$ cat config.mk
export PLATFORM = sky130hd
export DESIGN_NAME = de_multiplexer
export DESIGN_NICKNAME = d
export VERILOG_FILES = /design/src/rtl/de_multiplexer.sv
export SDC_FILE = /design/constraint.sdc
export NUM_CORES = 1
export LEC_CHECK = 0
export ABC_AREA = 0
export BUFFER_PORTS_ARGS = -buffer_cell sky130_fd_sc_hd__buf_2
export CAP_MARGIN = 30
export CELL_PAD_IN_SITES_DETAIL_PLACEMENT = 1
export CELL_PAD_IN_SITES_GLOBAL_PLACEMENT = 2
export CORE_MARGIN = 3
export CORE_UTILIZATION = 34
export CTS_CLUSTER_DIAMETER = 200
export DETAILED_ROUTE_END_ITERATION = 16
export PLACE_DENSITY = 0.84
export SETUP_SLACK_MARGIN = 0.2
export SKIP_CTS_REPAIR_TIMING = 1
export SYNTH_ARGS = -nofsm -noshare
export SYNTH_HDL_FRONTEND = slang
export SYNTH_SLANG_ARGS = --single-unit
$ cat constraint.sdc
create_clock -name clk -period 3.35 [get_ports clk]
set_clock_uncertainty 0.2 [all_clocks]
set_input_delay 0 -clock clk [delete_from_list [all_inputs] [get_ports clk]]
set_output_delay 0 -clock clk [all_outputs]
set_load 0.005 [all_outputs]
$ cat src/rtl/de_multiplexer.sv
// rtl/de_multiplexer.sv - 1-to-2 registered demultiplexer with per-channel counters and sticky select error
//
// Routes a qualified input word to channel B (Select=0) or channel C (Select=1).
// Every output is registered, so a sampled input appears exactly one clock later.
// An illegal Select (2 or 3) with in_valid raises a sticky sel_err.
//
// Ports:
//   clk        in   1       rising-edge clock
//   rst_n      in   1       asynchronous active-low reset
//   A_in       in   WIDTH   input data word
//   Select     in   2       route select: 0 -> B, 1 -> C, 2/3 -> illegal
//   in_valid   in   1       qualifies A_in/Select this cycle
//   clr_err    in   1       synchronous clear of sel_err
//   outB       out  WIDTH   channel-B data (holds between transfers)
//   outC       out  WIDTH   channel-C data (holds between transfers)
//   outB_valid out  1       one-cycle strobe: new data on outB
//   outC_valid out  1       one-cycle strobe: new data on outC
//   sel_err    out  1       sticky illegal-select flag
//   cntB       out  CNT_W   wrapping count of transfers routed to B
//   cntC       out  CNT_W   wrapping count of transfers routed to C

module de_multiplexer #(
  parameter int WIDTH = 2,
  parameter int CNT_W = 8
) (
  input  logic             clk,
  input  logic             rst_n,
  input  logic [WIDTH-1:0] A_in,
  input  logic [1:0]       Select,
  input  logic             in_valid,
  input  logic             clr_err,
  output logic [WIDTH-1:0] outB,
  output logic [WIDTH-1:0] outC,
  output logic             outB_valid,
  output logic             outC_valid,
  output logic             sel_err,
  output logic [CNT_W-1:0] cntB,
  output logic [CNT_W-1:0] cntC
);

  logic [WIDTH-1:0] out_b_q, out_b_d;
  logic [WIDTH-1:0] out_c_q, out_c_d;
  logic             out_b_valid_q, out_b_valid_d;
  logic             out_c_valid_q, out_c_valid_d;
  logic             sel_err_q, sel_err_d;
  logic [CNT_W-1:0] cnt_b_q, cnt_b_d;
  logic [CNT_W-1:0] cnt_c_q, cnt_c_d;

  logic take_b;
  logic take_c;
  logic take_bad;

  assign take_b   = in_valid && (Select == 2'd0);
  assign take_c   = in_valid && (Select == 2'd1);
  assign take_bad = in_valid && Select[1];

  always_comb begin
    out_b_d       = out_b_q;
    out_c_d       = out_c_q;
    cnt_b_d       = cnt_b_q;
    cnt_c_d       = cnt_c_q;
    sel_err_d     = sel_err_q;
    // Strobes are single-cycle: they fall unless re-armed by a transfer this cycle.
    out_b_valid_d = 1'b0;
    out_c_valid_d = 1'b0;

    if (take_b) begin
      out_b_d       = A_in;
      out_b_valid_d = 1'b1;
      cnt_b_d       = cnt_b_q + CNT_W'(1);
    end

    if (take_c) begin
      out_c_d       = A_in;
      out_c_valid_d = 1'b1;
      cnt_c_d       = cnt_c_q + CNT_W'(1);
    end

    // Setting has priority over clearing so a fresh error is never lost.
    if (take_bad) begin
      sel_err_d = 1'b1;
    end else if (clr_err) begin
      sel_err_d = 1'b0;
    end
  end

  always_ff @(posedge clk or negedge rst_n) begin
    if (!rst_n) begin
      out_b_q       <= '0;
      out_c_q       <= '0;
      out_b_valid_q <= 1'b0;
      out_c_valid_q <= 1'b0;
      sel_err_q     <= 1'b0;
      cnt_b_q       <= '0;
      cnt_c_q       <= '0;
    end else begin
      out_b_q       <= out_b_d;
      out_c_q       <= out_c_d;
      out_b_valid_q <= out_b_valid_d;
      out_c_valid_q <= out_c_valid_d;
      sel_err_q     <= sel_err_d;
      cnt_b_q       <= cnt_b_d;
      cnt_c_q       <= cnt_c_d;
    end
  end

  assign outB       = out_b_q;
  assign outC       = out_c_q;
  assign outB_valid = out_b_valid_q;
  assign outC_valid = out_c_valid_q;
  assign sel_err    = sel_err_q;
  assign cntB       = cnt_b_q;
  assign cntC       = cnt_c_q;

endmodule

# Yosys cells after proc, flatten, opt, wreduce, memory -nomap -nowiden
# Index checks and enable logic that the tools add are counted.
# totals
out_inout_bits	23
regBits	23
inputBits	8
# classes
n_addsub	2
n_reduce_logical	5
n_mux	4
eq_ne	1
# ops
operator	count
$add A8 B1 Y8 const B	2
$mux W1	4
$logic_and A1 B1 Y1	3
$eq A2 B1 Y1 const B	1
$logic_not A2 Y1	1
$reduce_bool A2 Y1	1

# Longest topological paths before layout
# depth
word_depth	3
mapped_depth	4

# Least setup slack after synthesis
# Ideal clock, no wire load.
# synth_timing
path_kind	register to register
start	register cnt_b_q[2], in the netlist cntB[2]
end	register cnt_b_q[7], in the netlist cntB[7]
period_less_slack_ns	1.325
t_arrival_ns	1.002
path_stages_with_launch	4
slack_ns	2.025
cell_sequence	dfrtp_1 -> and4_1 -> nand4_4 -> xnor2_2
# synth_between
elab_chain_cells	1
# synth_rtl
element	line_no	source
from (decl)	46	logic [CNT_W-1:0] cnt_b_q, cnt_b_d;
from (signal assigned)	102	cnt_b_q <= cnt_b_d;
$add A8 B1 Y8	70	cnt_b_d = cnt_b_q + CNT_W'(1);
# No other way between the ends.
# A chain may end at the register's enable or synchronous reset.

# Worst setup path after layout
# layout_timing
start	input Select[1]
end	register out_c_q[0], in the netlist outC[0]
# layout_between
elab_chain_cells	2
# layout_rtl
element	line_no	source
from (decl)	29	input logic [1:0] Select,
$eq A2 B1 Y1	54	assign take_c = in_valid && (Select == 2'd1);
$logic_and A1 B1 Y1	54	
to (signal assigned)	98	out_c_q <= out_c_d;
to (decl)	42	logic [WIDTH-1:0] out_c_q, out_c_d;
# No other way between the ends.

==> results.py <==
metrics = {
    "run_status": {
        "status": "finished with violations",
        "violations": "negative hold slack",
    },
    "yosys": {
        "synth_most_common_cell": "dfrtp_1",
        "synth_commonest_cells": "23 x dfrtp_1, 13 x nand2_1, 8 x xnor2_1, 4 x xor2_1",
        "syn_area_um2": 1020,
        "yosys_warnings": 0,
        "syn_avg_cell_area_um2": 13.2,
        "synth_cells": 77,
        "netlist.area_leader.share": 0.566,
        "synth.net_count": 87,
        "ys_seq_area_frac": 0.566,
        "synth_area_leader_cell": "dfrtp_1",
        "async_flop_share": 1.00,
        "yosys-top-cells-area": "dfrtp_1 57%, xnor2_1 6.9%, nand2_1 4.8%",
        "synth_edf_count": 0,
        "synth_ff_type": "dfrtp_1",
        "synth_cell_type_count": 21,
        "ys_ff_latch": 23,
    },
    "clocking": {
        "htreeDepth": 1,
        "cts_tree": "built",
        "clock_latency_ns": 0.31,
        "cts_buffers": 3,
        "clkTransAtPathRegs_ns": 0.12,
        "clock-sinks": 23,
        "clockBufferDepth": 2,
        "root_buffer": "clkbuf_4",
    },
    "worst_hold_path": {
        "hp-class": "primary input to asynchronous set/reset pin",
    },
    "sta": {
        "worst_pin_slew_ns": 0.539,
        "finalCritPeriodShare": 0.739,
        "final-setup-viol-count": 0,
        "max-slew-margin-rel": 0.639,
        "max_freq_ghz": 0.404,
        "drv_slew": 0,
        "finalSetupTns_ns": 0,
        "holdWs_ns": -0.0191,
        "rsz0062_at_grt": "no",
        "fin_crit_ns": 2.47,
        "finalHoldViolCount": 23,
    },
    "drt": {
        "route.detailed.drc": 0,
        "drt_pass1_iterations": 2,
        "vias": 749,
        "wl_mm": 2.27,
        "drt_iter0_drc": 16,
        "vias_per_cell": 4.90,
        "routedWlPerCell_um": 14.8,
        "final_antenna_net_count": 0,
    },
    "global_route": {
        "first_global_vias": 702,
        "grt.total_usage": 0.129,
        "gr-total-overflow": 0,
        "grt_pass1_wl_mm": 3.50,
        "grt_max_degree": 24,
        "antenna_found_initial": 0,
    },
    "finish": {
        "stdcell_count": 153,
        "multi_input_comb_area_um2": 423,
        "syn2layout_area_growth_pct": 32.0,
        "drive_gt1_frac": 0.377,
        "fillerInstances": 320,
        "regArea_um2": 576,
        "finalNetCount": 133,
        "final_util": 0.479,
        "diodes": 0,
    },
    "floorplan": {
        "std_cell_rows": 19,
        "die_area_um2": 3680,
        "io-pin-count": 31,
        "design.core.area_um2": 2810,
        "die_w_um": 60.7,
        "start_util": 0.363,
        "die_h_um": 60.7,
    },
    "place": {
        "dp_cells": 137,
        "place.gp.congestion": 0.706,
        "dp_hpwl_mm": 1.57,
        "portBuffers": 30,
    },
    "power": {
        "ir_drop_mv": 0.262,
        "powerDensity_nw_per_um2": 579,
        "p_leak_nw": 0.707,
    },
    "critical_path": {
        "critPathMaxFanout": 7,
        "r2r_start": "outB[1]",
        "cp.required_ns": 3.35,
        "crit_path_start": "Select[1]",
        "endpoint_kind": "flip-flop",
        "crit_arrival_ns": 2.47,
        "start_kind": "primary input",
        "worst-setup-path-type": "primary input to flip-flop",
        "reg2reg_depth": 2,
    },
    "job": {
        "timing.max_cap.violations": 0,
    },
}
cells in the final DEF, fill, tap and decap left out, types with 3 or more instances in the layout:
cell type,instances
clkbuf_4,3
mux2_2,3
xnor2_1,8
xor2_1,4
dfrtp_1,23
nand4_1,3
dlygate4sd3_1,12
buf_2,30
nand2_1,13
metrics by stage:
stage / power (mW) / hold slack, ns / setup WS [ns] / cell area [um2]
floorplan: 0.530 / -0.496 / 2.02 / 1020
global placement: 0.629 / -0.199 / 1.95 / 1190
detailed placement: 0.644 / -0.194 / 1.92 / 1190
CTS: 0.779 / -0.556 / 1.90 / 1220
global route: 0.839 / 0.00795 / 0.772 / 1340
finish: 0.777 / -0.0191 / 0.876 / 1340
worst paths after layout:
| check | to | slack, ns |
|---|---|---|
| setup / recovery | outC[0] | 0.88 |
| hold / removal | cntB[4] | -0.02 |
| setup reg to reg | outB[1] | 1.83 |
| hold reg to reg | cntC[7] | 0.27 |
| max in group asynchronous | cntC[1] | 2.63 |
| min in group clk | outB[0] | 0.26 |
cell type report:
type | count | area share
repair buffers | 42 | 0.201
clock buffers | 3 | 0.0168
inverters | 2 | 0.00559
multi-input cells | 51 | 0.315
clock inverters | 1 | 0.00373
flip-flops and latches | 23 | 0.429
well taps | 31 | 0.0289
report_power, final:
part	total, mW	switching (mW)	internal [mW]
registers	0.428	0.0857	0.342
logic	0.222	0.100	0.122
clock network	0.127	0.0825	0.0446
total	0.777	0.268	0.509
sequential cells by signal (all words and copies together), names as in the netlist:
name        count
cntB            8
cntC            8
outB            2
outB_valid      1
outC            2
outC_valid      1
sel_err         1
per-layer routing:
metal,wire length (um),track usage
met4,30,0.0650
met5,0,0
met2,1170,0.203
met1,960,0.168
met3,115,0.0255
worst max-delay path: stages:
cell,delay [ns]
dlygate4sd3_1,0.54
buf_2,0.15
nand3b_4,0.15
dlygate4sd3_1,0.71
inv_1,0.19
nand2_1,0.10
nand2_1,0.05
dlygate4sd3_1,0.57
kinds of logic (layout without fill, tap and decap cells):
family	Yosys count	count (layout)	synth area share
DFF	23	23	0.566
xor gates and xnor gates	14	14	0.135
and+or+nand+nor	31	31	0.218
buffers and inverters	3	48	0.0185
adders and majority gates	2	2	0.0246
muxes	3	3	0.0332
AOI/OAI and AO/OA	1	1	0.00492
Power figures use the tool's default switching activity.
